===== src/rtl/jump_unit.sv =====
// Program-counter sequencer with absolute/relative/conditional jumps and a
// bounded return-address stack for CALL/RET, with sticky overflow/underflow flags.
module jump_unit #(
  parameter int unsigned ADDR_W      = 8,
  parameter int unsigned LBL_W       = 8,
  parameter int unsigned STACK_DEPTH = 4
) (
  input  logic              clock,
  input  logic              reset,
  input  logic              en,
  input  logic [2:0]        op,
  input  logic [LBL_W-1:0]  label,
  input  logic              cond,
  output logic [ADDR_W-1:0] label_ext,
  output logic [ADDR_W-1:0] pc,
  output logic              taken,
  output logic              stack_full,
  output logic              stack_empty,
  output logic              err_ovf,
  output logic              err_unf
);

  localparam int unsigned CNT_W = $clog2(STACK_DEPTH + 1);
  localparam int unsigned IDX_W = (STACK_DEPTH > 1) ? $clog2(STACK_DEPTH) : 1;

  typedef enum logic [2:0] {
    OP_NEXT = 3'b000,
    OP_JMP  = 3'b001,
    OP_BR   = 3'b010,
    OP_BRC  = 3'b011,
    OP_CALL = 3'b100,
    OP_RET  = 3'b101
  } op_e;

  logic [ADDR_W-1:0] stack_mem [STACK_DEPTH];
  logic [CNT_W-1:0]  count;
  logic [CNT_W-1:0]  count_nxt;

  logic [ADDR_W-1:0] label_zext;
  logic [ADDR_W-1:0] pc_inc;
  logic [ADDR_W-1:0] pc_rel;
  logic [ADDR_W-1:0] top_entry;
  logic [ADDR_W-1:0] pc_nxt;
  logic              taken_nxt;
  logic              push;
  logic              pop;
  logic              ovf_set;
  logic              unf_set;
  logic              is_full;
  logic              is_empty;

  assign label_ext  = ADDR_W'($signed(label));
  assign label_zext = ADDR_W'(label);
  assign pc_inc     = pc + ADDR_W'(1);
  assign pc_rel     = pc + label_ext;
  assign is_full    = (count == CNT_W'(STACK_DEPTH));
  assign is_empty   = (count == '0);
  assign top_entry  = stack_mem[IDX_W'(count - CNT_W'(1))];

  // Next-state decode; every op defaults to NEXT behaviour
  always_comb begin
    pc_nxt    = pc_inc;
    taken_nxt = 1'b0;
    push      = 1'b0;
    pop       = 1'b0;
    ovf_set   = 1'b0;
    unf_set   = 1'b0;
    count_nxt = count;
    case (op_e'(op))
      OP_JMP: begin
        pc_nxt    = label_zext;
        taken_nxt = 1'b1;
      end
      OP_BR: begin
        pc_nxt    = pc_rel;
        taken_nxt = 1'b1;
      end
      OP_BRC: begin
        if (cond) begin
          pc_nxt    = pc_rel;
          taken_nxt = 1'b1;
        end
      end
      OP_CALL: begin
        if (is_full) begin
          ovf_set = 1'b1;
        end else begin
          push      = 1'b1;
          pc_nxt    = label_zext;
          taken_nxt = 1'b1;
          count_nxt = count + CNT_W'(1);
        end
      end
      OP_RET: begin
        if (is_empty) begin
          unf_set = 1'b1;
        end else begin
          pop       = 1'b1;
          pc_nxt    = top_entry;
          taken_nxt = 1'b1;
          count_nxt = count - CNT_W'(1);
        end
      end
      default: ;
    endcase
  end

  always_ff @(posedge clock or posedge reset) begin
    if (reset) begin
      pc          <= '0;
      taken       <= 1'b0;
      count       <= '0;
      stack_full  <= 1'b0;
      stack_empty <= 1'b1;
      err_ovf     <= 1'b0;
      err_unf     <= 1'b0;
    end else if (en) begin
      pc          <= pc_nxt;
      taken       <= taken_nxt;
      count       <= count_nxt;
      stack_full  <= (count_nxt == CNT_W'(STACK_DEPTH));
      stack_empty <= (count_nxt == '0);
      err_ovf     <= err_ovf | ovf_set;
      err_unf     <= err_unf | unf_set;
    end
  end

  // Return-address storage; contents survive reset, only occupancy is cleared
  always_ff @(posedge clock) begin
    if (en && push && !reset) begin
      stack_mem[IDX_W'(count)] <= pc_inc;
    end
  end

endmodule


===== config.mk =====
export PLATFORM = sky130hd
export DESIGN_NAME = jump_unit
export DESIGN_NICKNAME = d
export VERILOG_FILES = /design/src/rtl/jump_unit.sv
export SDC_FILE = /design/constraint.sdc
export NUM_CORES = 1
export LEC_CHECK = 0
export ABC_CLOCK_PERIOD_IN_PS = 2300
export BUFFER_PORTS_ARGS = -buffer_cell sky130_fd_sc_hd__buf_4
export CAP_MARGIN = 20
export CELL_PAD_IN_SITES_DETAIL_PLACEMENT = 1
export CELL_PAD_IN_SITES_GLOBAL_PLACEMENT = 2
export CORE_MARGIN = 3
export CORE_UTILIZATION = 35
export DETAILED_ROUTE_END_ITERATION = 8
export PLACE_DENSITY = 0.83
export SLEW_MARGIN = 20
export SYNTH_ARGS = -nofsm -noshare
export SYNTH_HDL_FRONTEND = slang
export SYNTH_SLANG_ARGS = --single-unit

===== constraint.sdc =====
create_clock -name clock -period 2.3 [get_ports clock]
set_input_delay 0 -clock clock [delete_from_list [all_inputs] [get_ports clock]]
set_output_delay 0 -clock clock [all_outputs]
set_load 0.01 [all_outputs]

==> results of run 1 <==
==> final timing paths <==
path,startpoint,slack [ns],endpoint
max,count[1],0.15,pc[7]
min,label[1],0.03,pc[1]
max reg2reg,count[1],0.15,pc[7]
min reg2reg,stack_full,0.50,stack_full
max in group asynchronous,reset,1.49,pc[0]
min in group asynchronous,reset,0.37,stack_full
==> through the flow <==
stage               worst slack, ns  instances  util, %
floorplan                    0.1223        219        -
global route                0.01143        358    43.64
CTS                         0.06184        358    43.44
detailed placement          0.08321        348    41.31
finish                       0.1463        358    43.64
global placement             0.1685        348    41.31
==> where the power goes <==
group	switching [µW]	total, µW	internal [µW]
clock network	294	731	438
registers	154	1310	1150
logic	896	1670	773
total	1340	3710	2360
==> state kept, by name, summed over array words and instances, names as in the netlist <==
signal	cells
taken	1
stack_full	1
pc	8
stack_mem	32
count	3
err_ovf	1
stack_empty	1
err_unf	1
==> cells in the final DEF (no fill, tap or decap), types with 8 or more instances in the layout <==
cell                        n
sky130_fd_sc_hd__a21oi_1    8
sky130_fd_sc_hd__buf_4     45
sky130_fd_sc_hd__dfrtp_1   15
sky130_fd_sc_hd__edfxtp_1  32
sky130_fd_sc_hd__ha_1      14
sky130_fd_sc_hd__inv_1     12
sky130_fd_sc_hd__mux4_2     8
sky130_fd_sc_hd__nand2_1   14
sky130_fd_sc_hd__nor2_1     9
sky130_fd_sc_hd__o21ai_0    8
sky130_fd_sc_hd__xnor2_1   10
==> per-layer routing <==
layer,track usage (%),up-vias,share of wire [%]
met5,0,-,0
met2,26.83,39,50
li1,-,893,-
met3,1.923,5,3.8
met4,3.971,0,0.95
met1,21.90,952,45
==> layout make-up <==
| type | instances | area share (%) |
|---|---|---|
| clock buffer | 5 | 2.128 |
| inverter | 12 | 1.393 |
| tap | 99 | 3.831 |
| timing repair buffer | 47 | 11.07 |
| sequential | 48 | 42.14 |
| multi-input combinational | 144 | 37.31 |
| clock inverter | 3 | 2.128 |
==> cells by family after synthesis <==
kind of cell | after synthesis | share of synthesized area (%)
flops | 48 | 50.00
fa+ha+maj | 16 | 7.622
xor+xnor | 12 | 3.857
buf+inv | 27 | 6.290
compound gates | 50 | 13.41
mux | 10 | 7.346
simple gates | 56 | 11.48
==> worst reg2reg max path: stages (launching register included) <==
cell	delay (ns)
sky130_fd_sc_hd__dfrtp_1	0.42
sky130_fd_sc_hd__inv_1	0.10
sky130_fd_sc_hd__ha_1	0.56
sky130_fd_sc_hd__mux4_2	0.40
sky130_fd_sc_hd__a221o_1	0.31
sky130_fd_sc_hd__a31oi_1	0.14
sky130_fd_sc_hd__a31oi_1	0.11
==> repair_timing <==
item                                   CTS  global route
hold buffers                             2             0
resized for setup                        0             4
endpoints found under the hold margin   16             0
setup endpoints to repair                0            38
==> reports/summary.log, run 1 <==
qor: synth.synth_area 2725 µm²
qor: worst_hold_path.hold_class in2reg
qor: final_layout.nNetsFinal 289
qor: timing.final_max_slew_viol_count 0
qor: setup_path.critical_path.startpoint_type flop
qor: timing.max_freq 0.4643 GHz
qor: die.std_cell_rows 31
qor: setup_path.critPathTopFamily adder cells
qor: synth.synth-seq-area-share 50.00%
qor: grt.grt_max_degree 17
qor: status.status finished clean
qor: final_layout.layout-drive-gt1-share 30.12%
qor: setup_path.cp_data_required_time 2.49 ns
qor: placement.place_area 3060 µm²
qor: synth.net_count_synth 250
qor: setup_path.rr_worst_depth 6
qor: setup_path.crit_path_max_incr_delay 0.56 ns
qor: final_layout.n_fill_cell 812
qor: synth.edff_count_synth 32
qor: synth.syn-mean-instance-area 12.44 µm²
qor: detailed_routing.num_vias 1889
qor: synth.synth-main-ff-cell sky130_fd_sc_hd__edfxtp_1
qor: cts.cts.sink_count 48
qor: die.die-width 94.24 µm
qor: detailed_routing.first_pass_iters 4
qor: setup_path.worstPathBufferInverterCount 1
qor: cts.clock_tree.root_cell sky130_fd_sc_hd__clkbuf_8
qor: cts.clkSlewWorstSetupHoldPaths 0.09 ns
qor: synth.postSynthCellCount 219
qor: setup_path.cp.arrival 2.34 ns
qor: timing.timing.final.hold_violations 0
qor: setup_path.cpMaxStageDelayCell sky130_fd_sc_hd__ha_1
qor: detailed_routing.drt_total_wl 6.556 mm
qor: cts.post-cts-setup-buffer-count 0
qor: final_layout.layout.cell_area.non_filler 3233 µm²
qor: grt.grt_antenna_before_repair 0
qor: grt.global_route_wire_length_before_repair 10.83 mm
qor: power_and_ir_drop.finalPower 3706 µW
qor: timing.timing.clock.skew 0.009268 ns
qor: cts.worst_skew_pair.late_latency 0.30 ns
qor: job.max_cap_violations 0
qor: cts.clockBufferDepth 2
qor: cts.cts_tree yes
qor: setup_path.critical_path.cell_chain inv_1 > ha_1 > mux4_2 > a221o_1 > a31oi_1 > a31oi_1
qor: detailed_routing.drt_drc_violations_left 0
qor: synth.synth_top_area_share 35.26%
qor: cts.h-tree-depth 2
qor: synth.yosys.area.top_type sky130_fd_sc_hd__edfxtp_1
qor: cts.cts_buffers 5
qor: synth.yosys_warnings 0
qor: timing.rsz_0062_raised_after_global_routing no
qor: placement.port-buffer-count 35
qor: final_layout.antenna_cells_inserted 0
qor: power_and_ir_drop.cellPowerDensity 1146 nW/µm²
qor: final_layout.multi_input_gate_area 1206 µm²
qor: die.core_area 7408 µm²
qor: power_and_ir_drop.power.static_leakage 0.001282 µW
qor: placement.dpl.hpwl 5.019 mm
qor: setup_path.path_common_cell sky130_fd_sc_hd__a31oi_1
qor: synth.synthMostInstantiatedCell sky130_fd_sc_hd__edfxtp_1
qor: detailed_routing.routed_via_density 5.277
qor: grt.vias_in_the_first_global_route 2029
qor: timing.slew_headroom 54.25%
qor: setup_path.setup.worst_path.end_class flop
qor: detailed_routing.detailedRoute.firstIterationViolations 66
qor: timing.setup_violations 0
qor: synth.synth_cell_type_count 55
qor: grt.grtUsageTotal 15.97%
qor: setup_path.worst-path-max-fanout 9
qor: setup_path.critical_path_class reg2reg
qor: die.floorplan.initialDensity 36.78%
qor: timing.period_share 93.64%
qor: power_and_ir_drop.vdd_drop_max 0.3298 mV
qor: final_layout.final-seq-area 1363 µm²
qor: final_layout.flow.area_growth_from_synthesis 18.64%
qor: die.floorplan.io_pins 36
qor: synth.async_reset_ff_share 33.33%
qor: timing.totalNegativeSetupSlack 0 ns
qor: worst_hold_path.holdPathStages 3
qor: setup_path.crit_cells 6
qor: timing.worstMarginPinSlew 0.6855 ns
qor: synth.netlist_top_cells_count sky130_fd_sc_hd__edfxtp_1, sky130_fd_sc_hd__dfrtp_1, sky130_fd_sc_hd__ha_1
qor: detailed_routing.antenna_nets_post_route 0
qor: synth.synth-seq-cells 48
qor: detailed_routing.drt-wirelength-per-cell 18.31 µm
qor: grt.globalRouteOverflowTotal 0
qor: die.floorplan.die_area 8881 µm²
qor: die.die_h 94.24 µm
qor: synth.synth_area_leaders sky130_fd_sc_hd__edfxtp_1, sky130_fd_sc_hd__dfrtp_1, sky130_fd_sc_hd__ha_1
qor: timing.finalCriticalPeriod 2.154 ns
qor: placement.gp_congestion 0.8213
qor: timing.holdWs 0.03426 ns
No activity file was read; power rests on OpenSTA's default activity.
==> inputs of run 2 (changes only) <==
--- a/config.mk
+++ b/config.mk
@@ -10,9 +10,9 @@
 export CAP_MARGIN = 20
 export CELL_PAD_IN_SITES_DETAIL_PLACEMENT = 1
 export CELL_PAD_IN_SITES_GLOBAL_PLACEMENT = 2
-export CORE_MARGIN = 3
 export CORE_UTILIZATION = 35
 export DETAILED_ROUTE_END_ITERATION = 8
+export HOLD_SLACK_MARGIN = 0.05
 export PLACE_DENSITY = 0.83
 export SLEW_MARGIN = 20
 export SYNTH_ARGS = -nofsm -noshare
==> run 2 against run 1 <==
  * Worst hold slack improved by 0.031 ns
  * Sequential share of layout area down 0.26 points
  * Design area increased by 0.62%
  * Utilization increased by 0.27 points
  * Clock power rose by 2%
  * Die area is 8.3% lower
  * Register-to-register slack improved by 0.05 ns
  * Global-route usage up 0.92 points
  * Sequential cell count did not move
  * Clock skew grew 0.00053 ns
  * Via count down 0.21%
  * First-iteration DRC count grew 29%
  * Critical endpoint unchanged
  * Largest power group unchanged
  * Highest routed layer unchanged
==> reports/summary.log, run 2 (same netlist as run 1, synthesis figures left out) <==
qor: status.status finished clean
qor: final_layout.antenna_cells_inserted 0
qor: detailed_routing.antenna_nets_post_route 0
qor: detailed_routing.first_pass_iters 4
qor: final_layout.flow.area_growth_from_synthesis 19.38%
qor: cts.cts_buffers 5
qor: placement.dpl.hpwl 4.941 mm
qor: setup_path.critical_path_class reg2reg
qor: power_and_ir_drop.power.static_leakage 0.001297 µW
qor: timing.holdWs 0.06538 ns
qor: die.core_area 7408 µm²
qor: setup_path.worstReg2RegStart count[1]
qor: timing.final_max_slew_viol_count 0
qor: job.max_cap_violations 0
qor: setup_path.rr_worst_depth 6
qor: timing.period_share 91.68%
qor: final_layout.stdcell_count 361
qor: setup_path.worst-path-max-fanout 9
qor: detailed_routing.drt_total_wl 6.532 mm
qor: detailed_routing.drt-wirelength-per-cell 18.09 µm
qor: timing.worstMarginPinSlew 0.6710 ns
qor: setup_path.timing.rr.end pc[7]
qor: power_and_ir_drop.cellPowerDensity 1148 nW/µm²
qor: setup_path.reg2reg_setup_slack 0.19 ns
qor: grt.globalRouteOverflowTotal 0
qor: cts.cts.sink_count 48
qor: die.die-width 90.24 µm
qor: final_layout.largestRegisters stack_mem x32, pc x8, count x3
qor: final_layout.layout-drive-gt1-share 29.77%
qor: power_and_ir_drop.vdd_drop_max 0.3435 mV
qor: timing.timing.final.hold_violations 0
qor: cts.clockBufferDepth 2
qor: setup_path.setup.worst_path.end_class flop
qor: die.floorplan.initialDensity 36.78%
qor: final_layout.mostFrequentLayoutCell sky130_fd_sc_hd__buf_4
qor: detailed_routing.drt_drc_violations_left 0
qor: grt.grt_max_degree 17
qor: final_layout.layout.cell_area.non_filler 3253 µm²
qor: grt.vias_in_the_first_global_route 1966
qor: placement.port-buffer-count 35
qor: setup_path.endpoint pc[7]
qor: timing.timing.clock.skew 0.009799 ns
qor: grt.grtUsageTotal 16.89%
qor: timing.max_freq 0.4743 GHz
qor: final_layout.largest_reg_flops 32
qor: timing.rsz_0062_raised_after_global_routing no
qor: detailed_routing.detailedRoute.firstIterationViolations 85
qor: setup_path.critical_path.startpoint_type flop
qor: cts.cts_tree yes
qor: die.die_h 90.24 µm
qor: setup_path.cp_data_required_time 2.50 ns
qor: die.floorplan.die_area 8143 µm²
qor: detailed_routing.routed_via_density 5.222
qor: final_layout.register_name_with_the_most_flops stack_mem
qor: cts.h-tree-depth 2
qor: grt.grt_antenna_before_repair 0
qor: timing.slew_headroom 55.22%
qor: placement.place.detailed.instances 348
qor: timing.finalCriticalPeriod 2.109 ns
qor: power_and_ir_drop.finalPower 3735 µW
qor: worst_hold_path.hold_class in2reg
qor: die.floorplan.io_pins 36
qor: timing.setup_violations 0
qor: timing.totalNegativeSetupSlack 0 ns
qor: detailed_routing.num_vias 1885
qor: setup_path.cp.arrival 2.31 ns
qor: placement.place_area 3060 µm²
qor: cts.worst_skew_pair.late_latency 0.31 ns
qor: grt.global_route_wire_length_before_repair 10.61 mm
qor: cts.clock_tree.root_cell sky130_fd_sc_hd__clkbuf_8
qor: placement.gp_congestion 0.7601
qor: cts.clkSlewWorstSetupHoldPaths 0.10 ns
qor: final_layout.nNetsFinal 292
qor: worst_hold_path.holdCritStartpoint op[0]
qor: setup_path.cp-startpoint count[1]
qor: final_layout.most-common-layout-cells sky130_fd_sc_hd__buf_4, sky130_fd_sc_hd__edfxtp_1, sky130_fd_sc_hd__ha_1, sky130_fd_sc_hd__dfrtp_1, sky130_fd_sc_hd__nand2_1
qor: die.std_cell_rows 31
## run 2: changes by cell type in the layout (fill, tap and decap cells not counted), sizes merged
cell / before / now
dlygate4sd3: 2 / 4
buf: 45 / 46
## run 2: critical path, cell delays in order, from the launching register on
cell and delay, ns:
sky130_fd_sc_hd__dfrtp_1 0.38, sky130_fd_sc_hd__inv_1 0.08, sky130_fd_sc_hd__ha_1 0.56, sky130_fd_sc_hd__mux4_2 0.41, sky130_fd_sc_hd__a221o_1 0.32, sky130_fd_sc_hd__a31oi_1 0.16
sky130_fd_sc_hd__a31oi_1 0.10
## run 2: cell type report
type / instances / area (µm²)
fill: 782 / 4155
sequential: 48 / 1363
multi-input combinational: 144 / 1199
timing repair buffer: 50 / 385.4
tap: 99 / 123.9
clock buffer: 5 / 68.82
clock inverter: 3 / 68.82
inverter: 12 / 45.04
## run 2: where the power goes
| part | total, µW | internal [µW] | leakage [µW] | switching, µW |
|---|---|---|---|---|
| logic | 1700 | 795 | 0.000752 | 902 |
| clock network | 743 | 438 | 0.0000687 | 306 |
| registers | 1300 | 1150 | 0.000476 | 144 |
## run 2: repair_timing
| item | 4_1_cts | 5_1_grt |
|---|---|---|
| setup endpoints to repair | 0 | 30 |
| resized for setup | 0 | 3 |
| hold buffers | 4 | 0 |
| setup buffers | 0 | 1 |
| hold endpoints to repair | 21 | 0 |
## run 2: worst min-delay path by stage
stage / to / slack (ns) / cells past startpoint
floorplan: count[0] / -0.09 / 1
global placement: count[1] / 0.16 / 2
detailed placement: err_unf / 0.15 / 2
CTS: err_unf / 0.05 / 3
global route: err_unf / 0.08 / 3
finish: err_unf / 0.07 / 3
## run 2: routing by layer
metal / share of wire [%] / GRT usage [%] / routed length (µm)
met5: 0 / 0 / 0
met3: 2.6 / 2.792 / 167
met1: 48 / 22.94 / 3137
met4: 1.1 / 4.839 / 72
met2: 48 / 27.80 / 3156
## run 2: metrics by stage
stage	setup WS [ns]	util [%]
floorplan	0.1223	-
finish	0.1914	43.91
detailed placement	0.03000	41.31
CTS	0.02194	43.71
global route	0.01912	43.91
global placement	0.1582	41.31
==> inputs of run 3 (changes only) <==
--- a/config.mk
+++ b/config.mk
@@ -6,7 +6,7 @@
 export NUM_CORES = 1
 export LEC_CHECK = 0
 export ABC_CLOCK_PERIOD_IN_PS = 2300
-export BUFFER_PORTS_ARGS = -buffer_cell sky130_fd_sc_hd__buf_4
+export BUFFER_PORTS_ARGS = -buffer_cell sky130_fd_sc_hd__buf_2
 export CAP_MARGIN = 20
 export CELL_PAD_IN_SITES_DETAIL_PLACEMENT = 1
 export CELL_PAD_IN_SITES_GLOBAL_PLACEMENT = 2
==> run 3 against run 2 <==
  * Wire length is 1.3% higher
  * Clock power is 1% lower
  * Clock skew shrank 0.00091 ns
  * Largest power group unchanged
  * Worst hold slack better by 0.0023 ns
  * Largest cell class unchanged
  * Critical endpoint is now stack_mem[2][5]
  * First-iteration DRC count is 39% lower
  * Critical path depth unchanged
  * Design area shrank 3.3%
  * Utilization shrank 1.4 points
  * Critical path type unchanged
==> reports/summary.log, run 3 (same netlist as run 1, synthesis figures left out) <==
qor: cts.h-tree-depth 2
qor: detailed_routing.antenna_nets_post_route 0
qor: timing.slew_headroom 54.87%
qor: setup_path.worst-path-max-fanout 8
qor: timing.max_freq 0.4592 GHz
qor: grt.vias_in_the_first_global_route 2018
qor: final_layout.final_util 42.48%
qor: power_and_ir_drop.vdd_drop_max 0.3174 mV
qor: status.status finished clean
qor: timing.holdWs 0.06768 ns
qor: cts.clkSlewWorstSetupHoldPaths 0.10 ns
qor: detailed_routing.routed_via_density 5.323
qor: detailed_routing.detailedRoute.firstIterationViolations 52
qor: final_layout.flow.area_growth_from_synthesis 15.47%
qor: final_layout.layout-drive-gt1-share 30.77%
qor: power_and_ir_drop.power.static_leakage 0.001258 µW
qor: final_layout.largest_reg_flops 32
qor: grt.globalRouteOverflowTotal 0
qor: grt.grtUsageTotal 17.37%
qor: final_layout.stdcell_count 359
qor: final_layout.layout.cell_area.non_filler 3147 µm²
qor: detailed_routing.drt-wirelength-per-cell 18.43 µm
qor: final_layout.most-common-layout-cells sky130_fd_sc_hd__buf_2, sky130_fd_sc_hd__edfxtp_1, sky130_fd_sc_hd__dfrtp_1
qor: die.die_h 90.24 µm
qor: timing.final_max_slew_viol_count 0
qor: cts.cts.sink_count 48
qor: placement.port-buffer-count 35
qor: placement.place_area 2980 µm²
qor: die.die-width 90.24 µm
qor: die.std_cell_rows 31
qor: detailed_routing.num_vias 1911
qor: final_layout.nNetsFinal 290
qor: setup_path.setup.worst_path.end_class flop
qor: detailed_routing.drt_total_wl 6.617 mm
qor: cts.cts_tree yes
qor: job.max_cap_violations 0
qor: setup_path.critical_path_class reg2reg
qor: cts.clock_tree.root_cell sky130_fd_sc_hd__clkbuf_8
qor: final_layout.largestRegisters stack_mem x32, pc x8, count x3
qor: timing.postLayoutSetupSlackWorst 0.1225 ns
qor: setup_path.worstReg2RegStart count[1]
qor: final_layout.mostFrequentLayoutCell sky130_fd_sc_hd__buf_2
qor: placement.dpl.hpwl 5.008 mm
qor: setup_path.reg2reg_setup_slack 0.12 ns
qor: setup_path.critical_path.startpoint_type flop
qor: timing.timing.clock.skew 0.008892 ns
qor: placement.place.detailed.instances 349
qor: die.floorplan.initialDensity 36.78%
qor: worst_hold_path.hold-path-endpoint pc[1]
qor: timing.setup_violations 0
qor: cts.clockBufferDepth 2
qor: die.floorplan.io_pins 36
qor: die.floorplan.die_area 8143 µm²
qor: cts.cts_buffers 5
qor: setup_path.cp.arrival 2.19 ns
qor: power_and_ir_drop.cellPowerDensity 1167 nW/µm²
qor: grt.global_route_wire_length_before_repair 10.73 mm
qor: timing.finalCriticalPeriod 2.177 ns
qor: grt.grt_max_degree 17
qor: worst_hold_path.holdCritStartpoint label[1]
qor: placement.gp_congestion 0.7836
qor: grt.grt_antenna_before_repair 0
qor: detailed_routing.drt_drc_violations_left 0
qor: timing.worstMarginPinSlew 0.6762 ns
qor: die.core_area 7408 µm²
qor: setup_path.rr_worst_depth 6
qor: setup_path.cp_data_required_time 2.31 ns
qor: cts.worst_skew_pair.late_latency 0.31 ns
qor: timing.timing.final.hold_violations 0
qor: final_layout.antenna_cells_inserted 0
qor: timing.period_share 94.67%
qor: placement.place_worst_setup_slack 0.08783 ns
qor: worst_hold_path.holdPathStages 3
qor: detailed_routing.first_pass_iters 4
qor: worst_hold_path.hold_class in2reg
qor: setup_path.timing.rr.end stack_mem[2][5]
qor: final_layout.register_name_with_the_most_flops stack_mem
==> run 3: changes by cell type in the layout (fill, tap and decap cells not counted), sizes merged <==
cell | before | now
buf | 46 | 47
dlygate4sd3 | 4 | 1
==> run 3: worst max path at each step <==
stage / end / from
after global routing: stack_mem[1][7] / count[1]
after global placement: stack_mem[0][0] / count[1]
after floorplan: pc[6] / count[0]
final: stack_mem[2][5] / count[1]
after CTS: pc[5] / count[1]
after detailed placement: pc[5] / count[1]
==> run 3: repair_timing <==
action | CTS | global route
setup buffers | 0 | 1
gates resized for setup | 0 | 4
endpoints found under the hold margin | 15 | 0
hold buffers | 1 | 0
endpoints found under the setup margin | 0 | 38
==> run 3: worst max-delay path, cell delays in order (launching register included) <==
cell	delay [ns]
sky130_fd_sc_hd__dfrtp_1	0.41
sky130_fd_sc_hd__inv_1	0.09
sky130_fd_sc_hd__ha_1	0.24
sky130_fd_sc_hd__ha_2	0.23
sky130_fd_sc_hd__nor4_1	0.52
sky130_fd_sc_hd__and2_1	0.22
sky130_fd_sc_hd__buf_4	0.18
==> run 3: through the flow <==
step / power (µW) / TNS, ns
finish: 3672 / 0
global route: 3916 / -0.2885
CTS: 3685 / 0
detailed placement: 2939 / 0
global placement: 2880 / 0
floorplan: 2406 / 0
==> run 3: final cells by class <==
cell class,count,area (µm²)
fillers,809,4262
clock inverters,3,68.82
well taps,99,123.9
flip-flops and latches,48,1363
clock buffers,5,68.82
repair buffers,48,275.3
inverters,12,45.04
multi-input cells,144,1202
==> run 3: routing by layer <==
metal	GRT usage [%]	vias to the layer above	wire [µm]
li1	-	902	-
met5	0	-	0
met4	5.242	0	87
met3	2.707	8	140
met1	23.17	972	3153
met2	29.07	29	3236
==> run 3: where the power goes <==
part,internal (µW),switching (µW),total (µW)
logic,738,917,1660
clock network,438,294,732
registers,1150,134,1290
total,2330,1340,3670
